`src/rtl/key_scanner_pkg.sv`:
```
// key_scanner_pkg
//   Shared types and constants for the front-panel keypad scanner.
//   - state_e     : scan FSM states (IDLE, SCAN, GAP)
//   - KEY_*       : key indices for the non-digit keys
//   - lsb_index() : lowest-set-bit encoder used to choose which key is reported
package key_scanner_pkg;

  typedef enum logic [1:0] {
    IDLE = 2'd0,
    SCAN = 2'd1,
    GAP  = 2'd2
  } state_e;

  localparam int KEY_ENTER = 10;
  localparam int KEY_CLOCK = 11;
  localparam int KEY_ALARM = 12;

  // Widest key vector the encoder accepts; callers zero-extend into it.
  localparam int MAX_KEYS = 32;

  // Index of the lowest set bit, 0 when no bit is set.
  function automatic int unsigned lsb_index(input logic [MAX_KEYS-1:0] v);
    lsb_index = 0;
    for (int i = MAX_KEYS - 1; i >= 0; i--) begin
      if (v[i]) lsb_index = i;
    end
  endfunction

endpackage

```
`src/rtl/key_scanner_if.sv`:
```
// key_scanner_if
//   Bundles the keypad scanner's control, key and report signals.
//   master : panel/test side, drives scan_en and keys
//   slave  : scanner side, drives signal, slot_idx, frame_sync, key_valid,
//            key_code and key_held
interface key_scanner_if #(
  parameter int NUM_KEYS = 13
);
  localparam int IDX_W = (NUM_KEYS > 1) ? $clog2(NUM_KEYS) : 1;

  logic                scan_en;
  logic [NUM_KEYS-1:0] keys;
  logic                signal;
  logic [IDX_W-1:0]    slot_idx;
  logic                frame_sync;
  logic                key_valid;
  logic [IDX_W-1:0]    key_code;
  logic [NUM_KEYS-1:0] key_held;

  modport master (
    output scan_en, keys,
    input  signal, slot_idx, frame_sync, key_valid, key_code, key_held
  );

  modport slave (
    input  scan_en, keys,
    output signal, slot_idx, frame_sync, key_valid, key_code, key_held
  );

endinterface

```
`src/rtl/key_scanner_debounce.sv`:
```
// key_debounce
//   Per-key frame debouncer. On each update strobe the frame sample is
//   compared with the debounced level; DEBOUNCE_SCANS consecutive differing
//   samples flip the level, any agreeing sample restarts the count.
//   Ports:
//     clk, reset   : clock, asynchronous active-high reset
//     upd_i        : one-cycle update strobe (end of frame)
//     shadow_i     : key level captured during the frame
//     level_o      : debounced level
//     level_nxt_o  : level the debouncer will hold after this cycle
module key_debounce #(
  parameter int DEBOUNCE_SCANS = 2
) (
  input  logic clk,
  input  logic reset,
  input  logic upd_i,
  input  logic shadow_i,
  output logic level_o,
  output logic level_nxt_o
);

  localparam int CNT_W = (DEBOUNCE_SCANS > 1) ? $clog2(DEBOUNCE_SCANS) : 1;

  logic [CNT_W-1:0] cnt_q, cnt_d;
  logic             level_q, level_d;

  always_comb begin
    cnt_d   = cnt_q;
    level_d = level_q;
    if (upd_i) begin
      if (shadow_i == level_q) begin
        cnt_d = '0;
      end else if (cnt_q == CNT_W'(DEBOUNCE_SCANS - 1)) begin
        level_d = ~level_q;
        cnt_d   = '0;
      end else begin
        cnt_d = cnt_q + 1'b1;
      end
    end
  end

  always_ff @(posedge clk or posedge reset) begin
    if (reset) begin
      cnt_q   <= '0;
      level_q <= 1'b0;
    end else begin
      cnt_q   <= cnt_d;
      level_q <= level_d;
    end
  end

  assign level_o     = level_q;
  assign level_nxt_o = level_d;

endmodule

```
`src/rtl/key_scanner.sv`:
```
// key_scanner
//   Front-panel keypad scanner. A free-running slot counter walks NUM_KEYS
//   slots of SLOT_CYCLES cycles followed by FRAME_GAP idle cycles. Each key
//   is driven onto the serial 'signal' line during its slot (minus guard
//   bands), captured into a frame shadow, debounced once per frame, and new
//   presses are reported one per frame, lowest index first.
//   Ports:
//     clk, reset : clock, asynchronous active-high reset
//     bus        : key_scanner_if.slave (scan_en, keys in; signal, slot_idx,
//                  frame_sync, key_valid, key_code, key_held out)
//   Build option:
//     KEY_SCANNER_REPEAT_EN : re-pulse key_valid every REPEAT_FRAMES frames
//                             while the reported key stays the lowest held key.
module key_scanner
  import key_scanner_pkg::*;
#(
  parameter int NUM_KEYS       = 13,
  parameter int SLOT_CYCLES    = 10,
  parameter int GUARD_CYCLES   = 1,
  parameter int FRAME_GAP      = 30,
  parameter int DEBOUNCE_SCANS = 2,
  parameter int REPEAT_FRAMES  = 8
) (
  input  logic         clk,
  input  logic         reset,
  key_scanner_if.slave bus
);

  localparam int IDX_W   = (NUM_KEYS > 1) ? $clog2(NUM_KEYS) : 1;
  localparam int CNT_MAX = (SLOT_CYCLES > FRAME_GAP) ? SLOT_CYCLES : FRAME_GAP;
  localparam int CYC_W   = $clog2(CNT_MAX + 1);
  localparam int ACT_LO  = GUARD_CYCLES;
  localparam int ACT_HI  = SLOT_CYCLES - GUARD_CYCLES - 1;

  if (SLOT_CYCLES <= 2 * GUARD_CYCLES || DEBOUNCE_SCANS < 1 ||
      REPEAT_FRAMES < 1 || NUM_KEYS > MAX_KEYS) begin : g_param_check
    $error("key_scanner: illegal parameter combination");
  end

  state_e              state_q, state_d;
  logic [CYC_W-1:0]    cyc_q, cyc_d;
  logic [IDX_W-1:0]    slot_q, slot_d;
  logic                signal_q, signal_d;
  logic [NUM_KEYS-1:0] shadow_q, shadow_d;
  logic [NUM_KEYS-1:0] reported_q, reported_d;
  logic                key_valid_q, key_valid_d;
  logic [IDX_W-1:0]    key_code_q, key_code_d;

  logic [NUM_KEYS-1:0] held, held_nxt, rep_keep, pending;
  logic                slot_last_cyc, scan_last, gap_last, frame_end;

  assign slot_last_cyc = (cyc_q == CYC_W'(SLOT_CYCLES - 1));
  assign scan_last     = (state_q == SCAN) && slot_last_cyc &&
                         (slot_q == IDX_W'(NUM_KEYS - 1));
  assign gap_last      = (state_q == GAP) && (cyc_q == CYC_W'(FRAME_GAP - 1));
  // Without a gap the frame ends on the last cycle of the last slot.
  assign frame_end     = (FRAME_GAP == 0) ? scan_last : gap_last;

  // Slot/cycle sequencing. cyc_q is reused as the gap counter.
  always_comb begin
    state_d = state_q;
    cyc_d   = cyc_q;
    slot_d  = slot_q;
    unique case (state_q)
      IDLE: begin
        state_d = SCAN;
        cyc_d   = '0;
        slot_d  = '0;
      end
      SCAN: begin
        if (slot_last_cyc) begin
          cyc_d = '0;
          if (slot_q == IDX_W'(NUM_KEYS - 1)) begin
            slot_d  = '0;
            state_d = (FRAME_GAP == 0) ? SCAN : GAP;
          end else begin
            slot_d = slot_q + 1'b1;
          end
        end else begin
          cyc_d = cyc_q + 1'b1;
        end
      end
      GAP: begin
        if (gap_last) begin
          state_d = SCAN;
          cyc_d   = '0;
        end else begin
          cyc_d = cyc_q + 1'b1;
        end
      end
      default: state_d = IDLE;
    endcase
    // Dropping scan_en abandons the partial frame from any state.
    if (!bus.scan_en) begin
      state_d = IDLE;
      cyc_d   = '0;
      slot_d  = '0;
    end
  end

  // 'signal' is registered from the next-cycle position so that it lines up
  // with the cycle count it belongs to.
  always_comb begin
    signal_d = 1'b0;
    if (state_d == SCAN && cyc_d >= CYC_W'(ACT_LO) && cyc_d <= CYC_W'(ACT_HI))
      signal_d = bus.keys[slot_d];
  end

  // Capture each key on the last active cycle of its slot.
  always_comb begin
    shadow_d = shadow_q;
    if (state_q == SCAN && cyc_q == CYC_W'(ACT_HI))
      shadow_d[slot_q] = bus.keys[slot_q];
  end

  // Debouncers see shadow_d so a capture in the frame's final cycle counts.
  for (genvar i = 0; i < NUM_KEYS; i++) begin : g_key
    key_debounce #(
      .DEBOUNCE_SCANS(DEBOUNCE_SCANS)
    ) u_debounce (
      .clk        (clk),
      .reset      (reset),
      .upd_i      (frame_end),
      .shadow_i   (shadow_d[i]),
      .level_o    (held[i]),
      .level_nxt_o(held_nxt[i])
    );
  end

  // Reports are decided against the post-update debounced state so the
  // key_valid register lands on the cycle after frame_sync.
  assign rep_keep = reported_q & held_nxt;
  assign pending  = held_nxt & ~rep_keep;

`ifdef KEY_SCANNER_REPEAT_EN
  localparam int RPT_W = (REPEAT_FRAMES > 1) ? $clog2(REPEAT_FRAMES) : 1;

  logic [NUM_KEYS-1:0][RPT_W-1:0] rpt_q, rpt_d;
  logic [IDX_W-1:0]               rpt_lo;
`endif

  always_comb begin
    reported_d  = rep_keep;
    key_valid_d = 1'b0;
    key_code_d  = key_code_q;
`ifdef KEY_SCANNER_REPEAT_EN
    rpt_d  = rpt_q;
    rpt_lo = IDX_W'(lsb_index(MAX_KEYS'(held_nxt)));
    if (frame_end) begin
      for (int i = 0; i < NUM_KEYS; i++) begin
        if (!rep_keep[i] || rpt_q[i] == RPT_W'(REPEAT_FRAMES - 1))
          rpt_d[i] = '0;
        else
          rpt_d[i] = rpt_q[i] + 1'b1;
      end
    end
`endif
    if (frame_end && |pending) begin
      key_valid_d = 1'b1;
      key_code_d  = IDX_W'(lsb_index(MAX_KEYS'(pending)));
      reported_d  = rep_keep | (NUM_KEYS'(1) << key_code_d);
`ifdef KEY_SCANNER_REPEAT_EN
      rpt_d[key_code_d] = '0;
    end else if (frame_end && rep_keep[rpt_lo] &&
                 rpt_q[rpt_lo] == RPT_W'(REPEAT_FRAMES - 1)) begin
      // A new press has priority; otherwise only the lowest held key repeats.
      key_valid_d = 1'b1;
      key_code_d  = rpt_lo;
`endif
    end
  end

  always_ff @(posedge clk or posedge reset) begin
    if (reset) begin
      state_q     <= IDLE;
      cyc_q       <= '0;
      slot_q      <= '0;
      signal_q    <= 1'b0;
      shadow_q    <= '0;
      reported_q  <= '0;
      key_valid_q <= 1'b0;
      key_code_q  <= '0;
`ifdef KEY_SCANNER_REPEAT_EN
      rpt_q       <= '0;
`endif
    end else begin
      state_q     <= state_d;
      cyc_q       <= cyc_d;
      slot_q      <= slot_d;
      signal_q    <= signal_d;
      shadow_q    <= shadow_d;
      reported_q  <= reported_d;
      key_valid_q <= key_valid_d;
      key_code_q  <= key_code_d;
`ifdef KEY_SCANNER_REPEAT_EN
      rpt_q       <= rpt_d;
`endif
    end
  end

  assign bus.signal     = signal_q;
  assign bus.slot_idx   = slot_q;
  assign bus.frame_sync = frame_end;
  assign bus.key_valid  = key_valid_q;
  assign bus.key_code   = key_code_q;
  assign bus.key_held   = held;

endmodule

```
`src/flat_wrapper.sv`:
```
// flat-port wrapper written by rule: the top's interface ports become plain ports
module key_scanner_flat import key_scanner_pkg::*;
#(
  parameter int NUM_KEYS       = 13,
  parameter int SLOT_CYCLES    = 10,
  parameter int GUARD_CYCLES   = 1,
  parameter int FRAME_GAP      = 30,
  parameter int DEBOUNCE_SCANS = 2,
  parameter int REPEAT_FRAMES  = 8
)
  (clk, reset, bus_scan_en, bus_keys, bus_signal, bus_slot_idx, bus_frame_sync, bus_key_valid, bus_key_code, bus_key_held);
  key_scanner_if #(.NUM_KEYS(NUM_KEYS)) bus_i ();
  input  logic clk;
  input  logic reset;
  input wire logic [$bits(bus_i.scan_en)-1:0] bus_scan_en;
  input wire logic [$bits(bus_i.keys)-1:0] bus_keys;
  output wire logic [$bits(bus_i.signal)-1:0] bus_signal;
  output wire logic [$bits(bus_i.slot_idx)-1:0] bus_slot_idx;
  output wire logic [$bits(bus_i.frame_sync)-1:0] bus_frame_sync;
  output wire logic [$bits(bus_i.key_valid)-1:0] bus_key_valid;
  output wire logic [$bits(bus_i.key_code)-1:0] bus_key_code;
  output wire logic [$bits(bus_i.key_held)-1:0] bus_key_held;
  assign bus_i.scan_en = bus_scan_en;
  assign bus_i.keys = bus_keys;
  assign bus_signal = bus_i.signal;
  assign bus_slot_idx = bus_i.slot_idx;
  assign bus_frame_sync = bus_i.frame_sync;
  assign bus_key_valid = bus_i.key_valid;
  assign bus_key_code = bus_i.key_code;
  assign bus_key_held = bus_i.key_held;
  key_scanner #(.NUM_KEYS(NUM_KEYS), .SLOT_CYCLES(SLOT_CYCLES), .GUARD_CYCLES(GUARD_CYCLES), .FRAME_GAP(FRAME_GAP), .DEBOUNCE_SCANS(DEBOUNCE_SCANS), .REPEAT_FRAMES(REPEAT_FRAMES)) u_core (.clk(clk), .reset(reset), .bus(bus_i));
endmodule
```
`config.mk`:
```
export PLATFORM = sky130hd
export DESIGN_NAME = key_scanner_flat
export DESIGN_NICKNAME = d
export VERILOG_FILES = /design/src/rtl/key_scanner_pkg.sv /design/src/rtl/key_scanner_if.sv /design/src/rtl/key_scanner_debounce.sv /design/src/rtl/key_scanner.sv /design/src/flat_wrapper.sv
export SDC_FILE = /design/constraint.sdc
export NUM_CORES = 1
export LEC_CHECK = 0
export CAP_MARGIN = 0
export CORE_UTILIZATION = 62
export CTS_CLUSTER_SIZE = 20
export DETAILED_ROUTE_END_ITERATION = 8
export GPL_TIMING_DRIVEN = 1
export PLACE_DENSITY = 0.85
export SLEW_MARGIN = 30
export SYNTH_ARGS = -nofsm -noshare
export SYNTH_HDL_FRONTEND = slang
export SYNTH_SLANG_ARGS = --single-unit
```
`constraint.sdc`:
```
create_clock -name clk -period 4.5 [get_ports clk]
set_clock_uncertainty 0.2 [all_clocks]
set_input_delay 0.675 -clock clk [delete_from_list [all_inputs] [get_ports clk]]
set_output_delay 0.675 -clock clk [all_outputs]
set_load 0.02 [all_outputs]
```
==> results of run 1 <==
==> final timing paths <==
kind	endpoint	slack (ns)	from
min in group asynchronous	u_core.g_key[8].u_debounce.cnt_q	0.52	reset
hold / removal	u_core.reported_q[10]	0.29	u_core.reported_q[10]
setup / recovery	bus_frame_sync	0.69	u_core.cyc_q[1]
max in group asynchronous	u_core.state_q[1]	2.60	reset
hold reg to reg	u_core.reported_q[10]	0.29	u_core.reported_q[10]
setup reg to reg	u_core.bus.key_code[0]	1.02	u_core.cyc_q[1]
==> metal layers <==
layer / up-vias / track usage
li1: 1645 / -
met1: 1771 / 0.418
met2: 151 / 0.484
met3: 26 / 0.0551
met4: 0 / 0.145
met5: - / 0
==> Yosys cell counts (3+ instances only) <==
cell,count
a211o_1,3
a21oi_1,26
a21oi_2,3
a31oi_1,11
and2_1,6
and4_1,3
buf_2,4
buf_4,17
buf_6,4
clkbuf_1,5
dfrtp_1,69
ha_1,7
inv_1,33
mux2_2,10
mux2i_1,13
nand2_1,48
nand2b_1,3
nand3_1,6
nand4_1,12
nor2_1,27
nor3_1,4
nor4_1,4
nor4b_1,7
o21a_1,4
o21ai_0,21
o21ai_1,4
o22ai_1,3
o2bb2ai_1,5
o31ai_1,8
o31ai_2,4
or2_2,4
or3_1,5
xnor2_1,8
xor2_1,3
==> registers in the layout, indices dropped and copies added, names as in the netlist <==
register and flops:
u_core.bus.key_code 4, u_core.bus.key_valid 1, u_core.bus.signal 1, u_core.bus.slot_idx 4, u_core.cyc_q 5, u_core.g_key.u_debounce.cnt_q 13, u_core.g_key.u_debounce.level_o 13, u_core.reported_q 13
u_core.shadow_q 13, u_core.state_q 2
==> through the flow <==
stage	worst slack, ns	cell area [µm²]
finish	0.689	4760
global route	0.539	4760
CTS	0.726	4760
detailed placement	1.09	4530
global placement	1.20	4530
floorplan	1.58	4230
==> cell families after synthesis <==
logic type      synth area share
buf+inv                   0.0819
compound gates             0.201
flops                      0.408
simple gates               0.201
mux                       0.0653
xor+xnor                  0.0228
fa+ha+maj                 0.0207
==> area by class of cell <==
type                       count  area share
tap                           77      0.0202
timing repair buffer          43      0.0882
multi-input combinational    310       0.454
sequential                    69       0.362
clock inverter                 5      0.0171
clock buffer                  11      0.0318
inverter                      34      0.0268
==> worst max-delay path: cells and delay by family, from the launching register on <==
kind / cells / cell delay (ns)
adders and majority gates: 1 / 0.24
buffers and inverters: 4 / 1.06
and+or+nand+nor: 2 / 0.84
DFF: 1 / 0.42
==> power by group through the flow <==
stage / logic [mW] / clock network [mW] / registers, mW
2_1_floorplan: 0.0335 / 0 / 0.639
3_3_place_gp: 0.0543 / 0 / 0.641
3_5_place_dp: 0.0563 / 0 / 0.642
4_1_cts: 0.0564 / 0.592 / 0.630
5_1_grt: 0.0623 / 0.623 / 0.630
6_report: 0.0557 / 0.585 / 0.630
==> impl_metrics.toml, run 1 <==
[synthesis]
synth_warnings = 0
synth_top_cells_by_area = "dfrtp_1 (41%), nand2_1 (4.3%), a21oi_1 (3.1%), mux2i_1 (3.1%), buf_4 (3.0%)"
netlist_area_mm2 = 0.00423
synthCells = 445
ys_seq_area_frac = 0.408
syn_nets = 468
synth-main-ff-cell = "dfrtp_1"
synthDominantCellAreaShare = 0.408
synth.largest_area_cell = "dfrtp_1"
synth-seq-cells = 69
async_reset_ff_frac = 1.00
synth_edf_count = 0
yosys.cell_types.count = 77
avgSynthCellArea_um2 = 9.51

[drt]
first_iter_violations = 274
wl_met1_um = 4560
vias = 3593
firstDrtPassIters = 7
drt-vias-per-instance = 6.54
wl_per_cell_um = 18.8
dr.max_layer_used = "met4"
drc = 0
wl_met2_um = 4840
met3_length_um = 636
drt-total-wl_um = 10300
postRouteAntennaNets = 0

[run]
maxCapViolations = 0

[timing]
rsz0062_at_grt = "no"
timing.hold.ws_ns = 0.286
hold_viol = 0
setup_tns_ns = 0
setup_viol = 0
tightest_slew_ns = 0.775
post-route-period-util = 0.847
fmax_ghz = 0.262
slew_headroom = 0.484
final_max_slew_viol_count = 0
finalCriticalPeriod_ns = 3.81

[finish]
layout.nets = 490
nFillCells = 451
register_area_mm2 = 0.00173
mostFrequentLayoutCell = "dfrtp_1"
multi_input_area_mm2 = 0.00216
n_antenna_cell = 0
fin_cells = 549
final_cell_mix = "dfrtp_1 (69), nand2_1 (48), clkdlybuf4s50_1 (39), inv_1 (32), nor2_1 (27)"
final_util = 0.738
area_delta_synth_final_pct = 12.5
layout-drive-gt1-share = 0.125

[pwr]
leakage_nw = 2.09
p_per_area_mw_per_mm2 = 267
vdd_ir_drop_max_mv = 0.199
p_seq_frac = 0.496
power.internal_uw = 991
pwr-share-comb = 0.044
p_sw_frac = 0.220
p_total_mw = 1.27
p_clk_frac = 0.460
p_sw_uw = 279

[place]
io_buffers = 39
dpl.cell_count = 533
place_congestion = 0.860
dp.final_hpwl_um = 7210

[cts]
postCtsHoldBufs = 0
clock_path_buffers = 2
post_cts_resized = 0
cts_made_buffers = 9
root_buffer = "clkbuf_8"
cts_sinks = 69
htree_num_levels = 3
clk_pin_slew_ns = 0.08
postCtsSetupRepairBufs = 0
tritoncts = "built"
clkLatencyLatePin_ns = 0.35

[critical_path]
crit_path_max_fanout = 29
reg2reg_depth = 9
path_class = "register to output pin"
end_kind = "output pin"
start_kind = "register"
worstPathRequired_ns = 3.62
cpPeakStageDelay_ns = 0.72
crit_path_cell_trace = "inv_1, ha_1, and4_1, nand2_1, buf_4, clkinv_1, clkdlybuf4s50_1"
arrival_ns = 2.94
crit_slowest_cell = "and4_1"

[floorplanning]
dieArea_mm2 = 0.00716
initial_utilization = 0.656
fp-row-count = 29
fp.dieW_um = 84.6
ios = 40
die_h_um = 84.6
core_area_mm2 = 0.00646

[grt]
antenna_found_initial = 0
grt_max_degree = 43
grt_first_pass_wirelength_um = 17200
grt_pass1_vias = 3544
grtUsageTotal = 0.309
grt_overflow = 0

[worst_hold_path]
min_path_type = "register to register"
hold_depth = 2

[outcome]
status = "finished, final reports clean"
No activity file was read; power rests on OpenSTA's default activity.
==> run 2: changes to the inputs <==
--- a/config.mk
+++ b/config.mk
@@ -6,11 +6,11 @@
 export NUM_CORES = 1
 export LEC_CHECK = 0
 export CAP_MARGIN = 0
-export CORE_UTILIZATION = 62
+export CORE_UTILIZATION = 52
 export CTS_CLUSTER_SIZE = 20
 export DETAILED_ROUTE_END_ITERATION = 8
 export GPL_TIMING_DRIVEN = 1
-export PLACE_DENSITY = 0.85
+export PLACE_DENSITY = 0.76
 export SLEW_MARGIN = 30
 export SYNTH_ARGS = -nofsm -noshare
 export SYNTH_HDL_FRONTEND = slang
==> constraint.sdc (replaced) <==
create_clock -name clk -period 3.4 [get_ports clk]
set_clock_uncertainty 0.2 [all_clocks]
set_input_delay 0.51 -clock clk [delete_from_list [all_inputs] [get_ports clk]]
set_output_delay 0.51 -clock clk [all_outputs]
set_load 0.02 [all_outputs]
==> run 2 against run 1 <==
Non-clock buffer count rose by 7. Sequential power rose by 32%. First-iteration DRC count shrank 24%. Clock power grew 14%. Global-route usage shrank 5.4 points. Register-to-register slack lost 0.80 ns. Flip-flop and latch count is the same. Worst hold slack improved by 0.010 ns. Critical endpoint is now u_core.bus.signal.
==> impl_metrics.toml, run 2 (synthesized netlist as in run 1, its figures left out) <==
[critical_path]
path_class = "register to register"
arrival_ns = 3.20
cpPeakStageDelay_ns = 0.56
worstPathRequired_ns = 3.42
reg2reg_depth = 9
crit_path_max_fanout = 10
start_kind = "register"
end_kind = "register"
critPathBufInv = 1
timing.critical_path.mode_cell = "mux2i_1"
crit_slowest_cell = "dfrtp_1"
cp.depth = 9
cp_top_family = "simple AND/OR/NAND/NOR gates"
crit_path_cell_trace = "inv_1, ha_1, and3_1, or4_1, a31oi_4, mux2i_1, mux2i_1, a221oi_1, a2111oi_2"

[timing]
setup_tns_ns = 0
slew_headroom = 0.615
setup_viol = 0
fmax_ghz = 0.314
post-route-period-util = 0.936
worst_slack_ns = 0.218
hold_viol = 0
finalCriticalPeriod_ns = 3.18
rsz0062_at_grt = "no"
tightest_slew_ns = 0.576
final_max_slew_viol_count = 0

[pwr]
p_sw_uw = 361
p_sw_frac = 0.229
pwr-share-comb = 0.048
p_clk_frac = 0.424
vdd_ir_drop_max_mv = 0.196
p_seq_frac = 0.528
p_per_area_mw_per_mm2 = 327
leakage_nw = 2.11
p_total_mw = 1.58
power.internal_mw = 1.22

[finish]
n_antenna_cell = 0
layout.nets = 497
final_cell_mix = "dfrtp_1 (69), nand2_1 (48), clkdlybuf4s50_1 (39), inv_1 (32), nor2_1 (27)"
area_delta_synth_final_pct = 14.0
mostFrequentLayoutCell = "dfrtp_1"
fin_area_mm2 = 0.00483
nFillCells = 672
layout-drive-gt1-share = 0.138

[grt]
grt_first_pass_wirelength_um = 16700
grtUsageTotal = 0.254
antenna_found_initial = 0
grt_max_degree = 46
grt_overflow = 0
grt_pass1_vias = 3397

[floorplanning]
dieArea_mm2 = 0.00851
fp-row-count = 32
die_h_um = 92.2
initial_utilization = 0.542
ios = 40
core_area_mm2 = 0.00781
fp.dieW_um = 92.2

[worst_hold_path]
hold_depth = 2
min_path_type = "register to register"

[outcome]
status = "finished, final reports clean"

[place]
place_congestion = 0.868
dp.final_hpwl_um = 7110
io_buffers = 39
placed_area_mm2 = 0.00463
post-place-ws_ns = 0.215

[cts]
root_buffer = "clkbuf_8"
postCtsHoldBufs = 0
clkLatencyLatePin_ns = 0.35
cts_sinks = 69
htree_num_levels = 3
tritoncts = "built"
clock_path_buffers = 2
cts_made_buffers = 9
clk_pin_slew_ns = 0.07

[drt]
drt-total-wl_um = 9720
vias = 3467
wl_per_cell_um = 16.7
first_iter_violations = 207
drt-vias-per-instance = 5.97
firstDrtPassIters = 5
postRouteAntennaNets = 0
drc = 0

[run]
maxCapViolations = 0
## run 2: metal layers
metal	wire length, µm	track usage	vias to the layer above
met5	0	0	-
met4	259	0.113	0
met3	452	0.0464	21
met2	4350	0.382	102
met1	4650	0.358	1690
li1	-	-	1654
## run 2: power groups by stage
stage | clock network [mW] | registers, mW | logic, mW
detailed placement | 0 | 0.849 | 0.0760
finish | 0.669 | 0.834 | 0.0750
floorplan | 0 | 0.846 | 0.0443
global placement | 0 | 0.849 | 0.0749
global route | 0.720 | 0.834 | 0.0841
CTS | 0.685 | 0.833 | 0.0765
## run 2: area by class of cell
type / instances / area [µm²] / area share
Multi-Input combinational cell: 310 / 2170 / 0.449
Sequential cell: 69 / 1730 / 0.358
Timing Repair Buffer: 50 / 485 / 0.101
Inverter: 34 / 128 / 0.0264
Clock buffer: 12 / 145 / 0.0301
Tap cell: 102 / 128 / 0.0264
Clock inverter: 4 / 47.5 / 0.00985
## run 2: through the flow
step                std cells  hold WS [ns]   util
floorplan                 445         0.247      -
global placement          565         0.283  0.593
detailed placement        565         0.277  0.593
CTS                       581         0.294  0.617
global route              581         0.332  0.618
finish                    581         0.296  0.618
## run 2: path summary, 6_finish.rpt
kind                                         from                                 end  slack (ns)
setup reg to reg           u_core.bus.slot_idx[0]                   u_core.bus.signal        0.22
setup / recovery           u_core.bus.slot_idx[0]                   u_core.bus.signal        0.22
min in group asynchronous                   reset                u_core.reported_q[0]        0.33
max in group asynchronous                   reset  u_core.g_key[4].u_debounce.level_o        2.03
hold / removal              u_core.reported_q[10]               u_core.reported_q[10]        0.30
hold reg to reg             u_core.reported_q[10]               u_core.reported_q[10]        0.30
## run 2: what timing repair did
action                                  CTS  global route
endpoints found under the setup margin    0            10
setup buffers                             0             0
resized for setup                         0             2
## run 2: worst reg2reg max path, cell delays in order, from the launching register on
cell and delay (ns):
dfrtp_1 0.56, inv_1 0.19, ha_1 0.32, and3_1 0.18, or4_1 0.56, a31oi_4 0.28
mux2i_1 0.21, mux2i_1 0.12, a221oi_1 0.38, a2111oi_2 0.06
==> run 3: changes to the inputs <==
--- a/config.mk
+++ b/config.mk
@@ -7,7 +7,7 @@
 export LEC_CHECK = 0
 export CAP_MARGIN = 0
 export CORE_UTILIZATION = 52
-export CTS_CLUSTER_SIZE = 20
+export CTS_CLUSTER_SIZE = 16
 export DETAILED_ROUTE_END_ITERATION = 8
 export GPL_TIMING_DRIVEN = 1
 export PLACE_DENSITY = 0.76
==> results of run 3 <==
Same layout as run 2: the final DEF is identical, and so are final timing and power.
==> patch: new RTL, config.mk and constraints of run 3 <==
`SLOT_CYCLES` is set to 10 in 2 places; all go to 11.
--- a/src/rtl/key_scanner.sv
+++ b/src/rtl/key_scanner.sv
@@ -16,5 +16,5 @@
 #(
   parameter int NUM_KEYS       = 13,
-  parameter int SLOT_CYCLES    = 10,
+  parameter int SLOT_CYCLES    = 11,
   parameter int GUARD_CYCLES   = 1,
   parameter int FRAME_GAP      = 30,
--- a/src/flat_wrapper.sv
+++ b/src/flat_wrapper.sv
@@ -3,5 +3,5 @@
 #(
   parameter int NUM_KEYS       = 13,
-  parameter int SLOT_CYCLES    = 10,
+  parameter int SLOT_CYCLES    = 11,
   parameter int GUARD_CYCLES   = 1,
   parameter int FRAME_GAP      = 30,
Function: no difference found for any inputs over 10 cycles, from zero or initial values and one cycle with reset high; that may be too few to reach the edited logic, so the function may still have changed.
==> patch against run 3 <==
Critical endpoint is now bus_frame_sync. Power rose by 0.49%. First-iteration DRC count rose by 72%. Sequential cell count did not move. Sequential share of layout area rose by 0.65 points. Core utilization fell by 0.16 points. Cell area fell by 1.8%. Critical path type is now reg -> out. Synthesized area fell by 3.1%. Largest power group unchanged. Worst setup slack improved by 0.036 ns. Routed wire length rose by 8.9%.
==> patch: results (changes against run 3) <==
| Metric | Value |
|---|---|
| Outcome | `complete, no violations` |
| Worst Tran Pin Value | `0.8674 ns (+0.2913 ns)` |
| R2r setup slk | `0.30 ns (+0.08 ns)` |
| Share of layout cells above drive strength 1 | `13.67% (-0.11 points)` |
| Top Family by Delay on Critical Path | `buffers and inverters` |
| Top post-synthesis cells by area | `dfrtp_1 42%, nand2_1 3.7%, a21oi_1 3.2%` |
| Leak | `0.002010 uW (-4.9%)` |
| Met3 Use GR | `4.798% (+0.15 points)` |
| Wire length on met2 | `5.042 mm (+16%)` |
| Met1 usage | `35.86% (+0.094 points)` |
| Routed length on met1 | `4.830 mm (+3.8%)` |
| Via count | `3,493 (+0.75%)` |
| Gr usage total | `26.98% (+1.6 points)` |
| Hold Crit Start | `u_core.g_key[2].u_debounce.cnt_q` |
| Multiplexer share of the synthesized area | `4.939% (-1.6 points)` |
| CP endpoint | `bus_frame_sync` |
| Compound-Gate Fraction of Synth Area | `22.13% (+2.0 points)` |
| Crit Path Max Fanout | `13 (+3)` |
| Routability Congestion | `0.8751 (+0.81%)` |
| Worst hold stages | `1 (-1)` |
| CP Launch Point | `u_core.cyc_q[1]` |
| Layout fillers | `646 (-3.9%)` |
| HPWL Detailed | `7.580 mm (+6.7%)` |
| Fin crit period | `3.146 ns (-0.03551 ns)` |
| WL met3 | `468 um (+3.5%)` |
| Global-route wire length before repair | `17.33 mm (+4.0%)` |
| Slowest stage delay, CP | `0.68 ns (+0.12 ns)` |
| Register area share after synthesis | `42.07% (+1.3 points)` |
| Final #Nets | `479 (-3.6%)` |
| Pre-CTS setup slack | `0.1955 ns (-0.01934 ns)` |
| Slowest library cell on the worst path | `clkdlybuf4s50_1` |
| Post-synth cell types | `76 (-1.3%)` |
| Adder-cell share of the synthesized area | `2.134% (+0.066 points)` |
| Vias in the first global route | `3,393 (-0.12%)` |
| Synth Net Count | `445 (-4.9%)` |
| R2R Path End | `u_core.reported_q[6]` |
patch: report_power, final:
part           internal, uW  total, uW  switching [uW]
Combinational          36.4       88.5            52.1
Sequential              825        832            6.70
Clock                   337        665             328
Total                  1200       1590             386
patch: repair_timing:
action                     4_1_cts  5_1_grt
hold buffers                     0        0
setup endpoints to repair        0       11
gates resized for setup          0        3
patch: per-stage QoR:
stage	hold WS (ns)	instances
after floorplan	0.2480	422
after global placement	0.2770	547
after detailed placement	0.3046	547
after CTS	0.3178	563
after global routing	0.3234	563
final	0.3136	563
patch: layout make-up:
class                           instances  area (um^2)  area share, %
Clock buffer                           10        127.6          2.693
Clock inverter                          6        63.81          1.346
Inverter                               33        123.9          2.614
Multi-Input combinational cell        290         2074          43.77
Sequential cell                        69         1727          36.43
Tap cell                              102        127.6          2.693
Timing Repair Buffer                   53        495.5          10.45
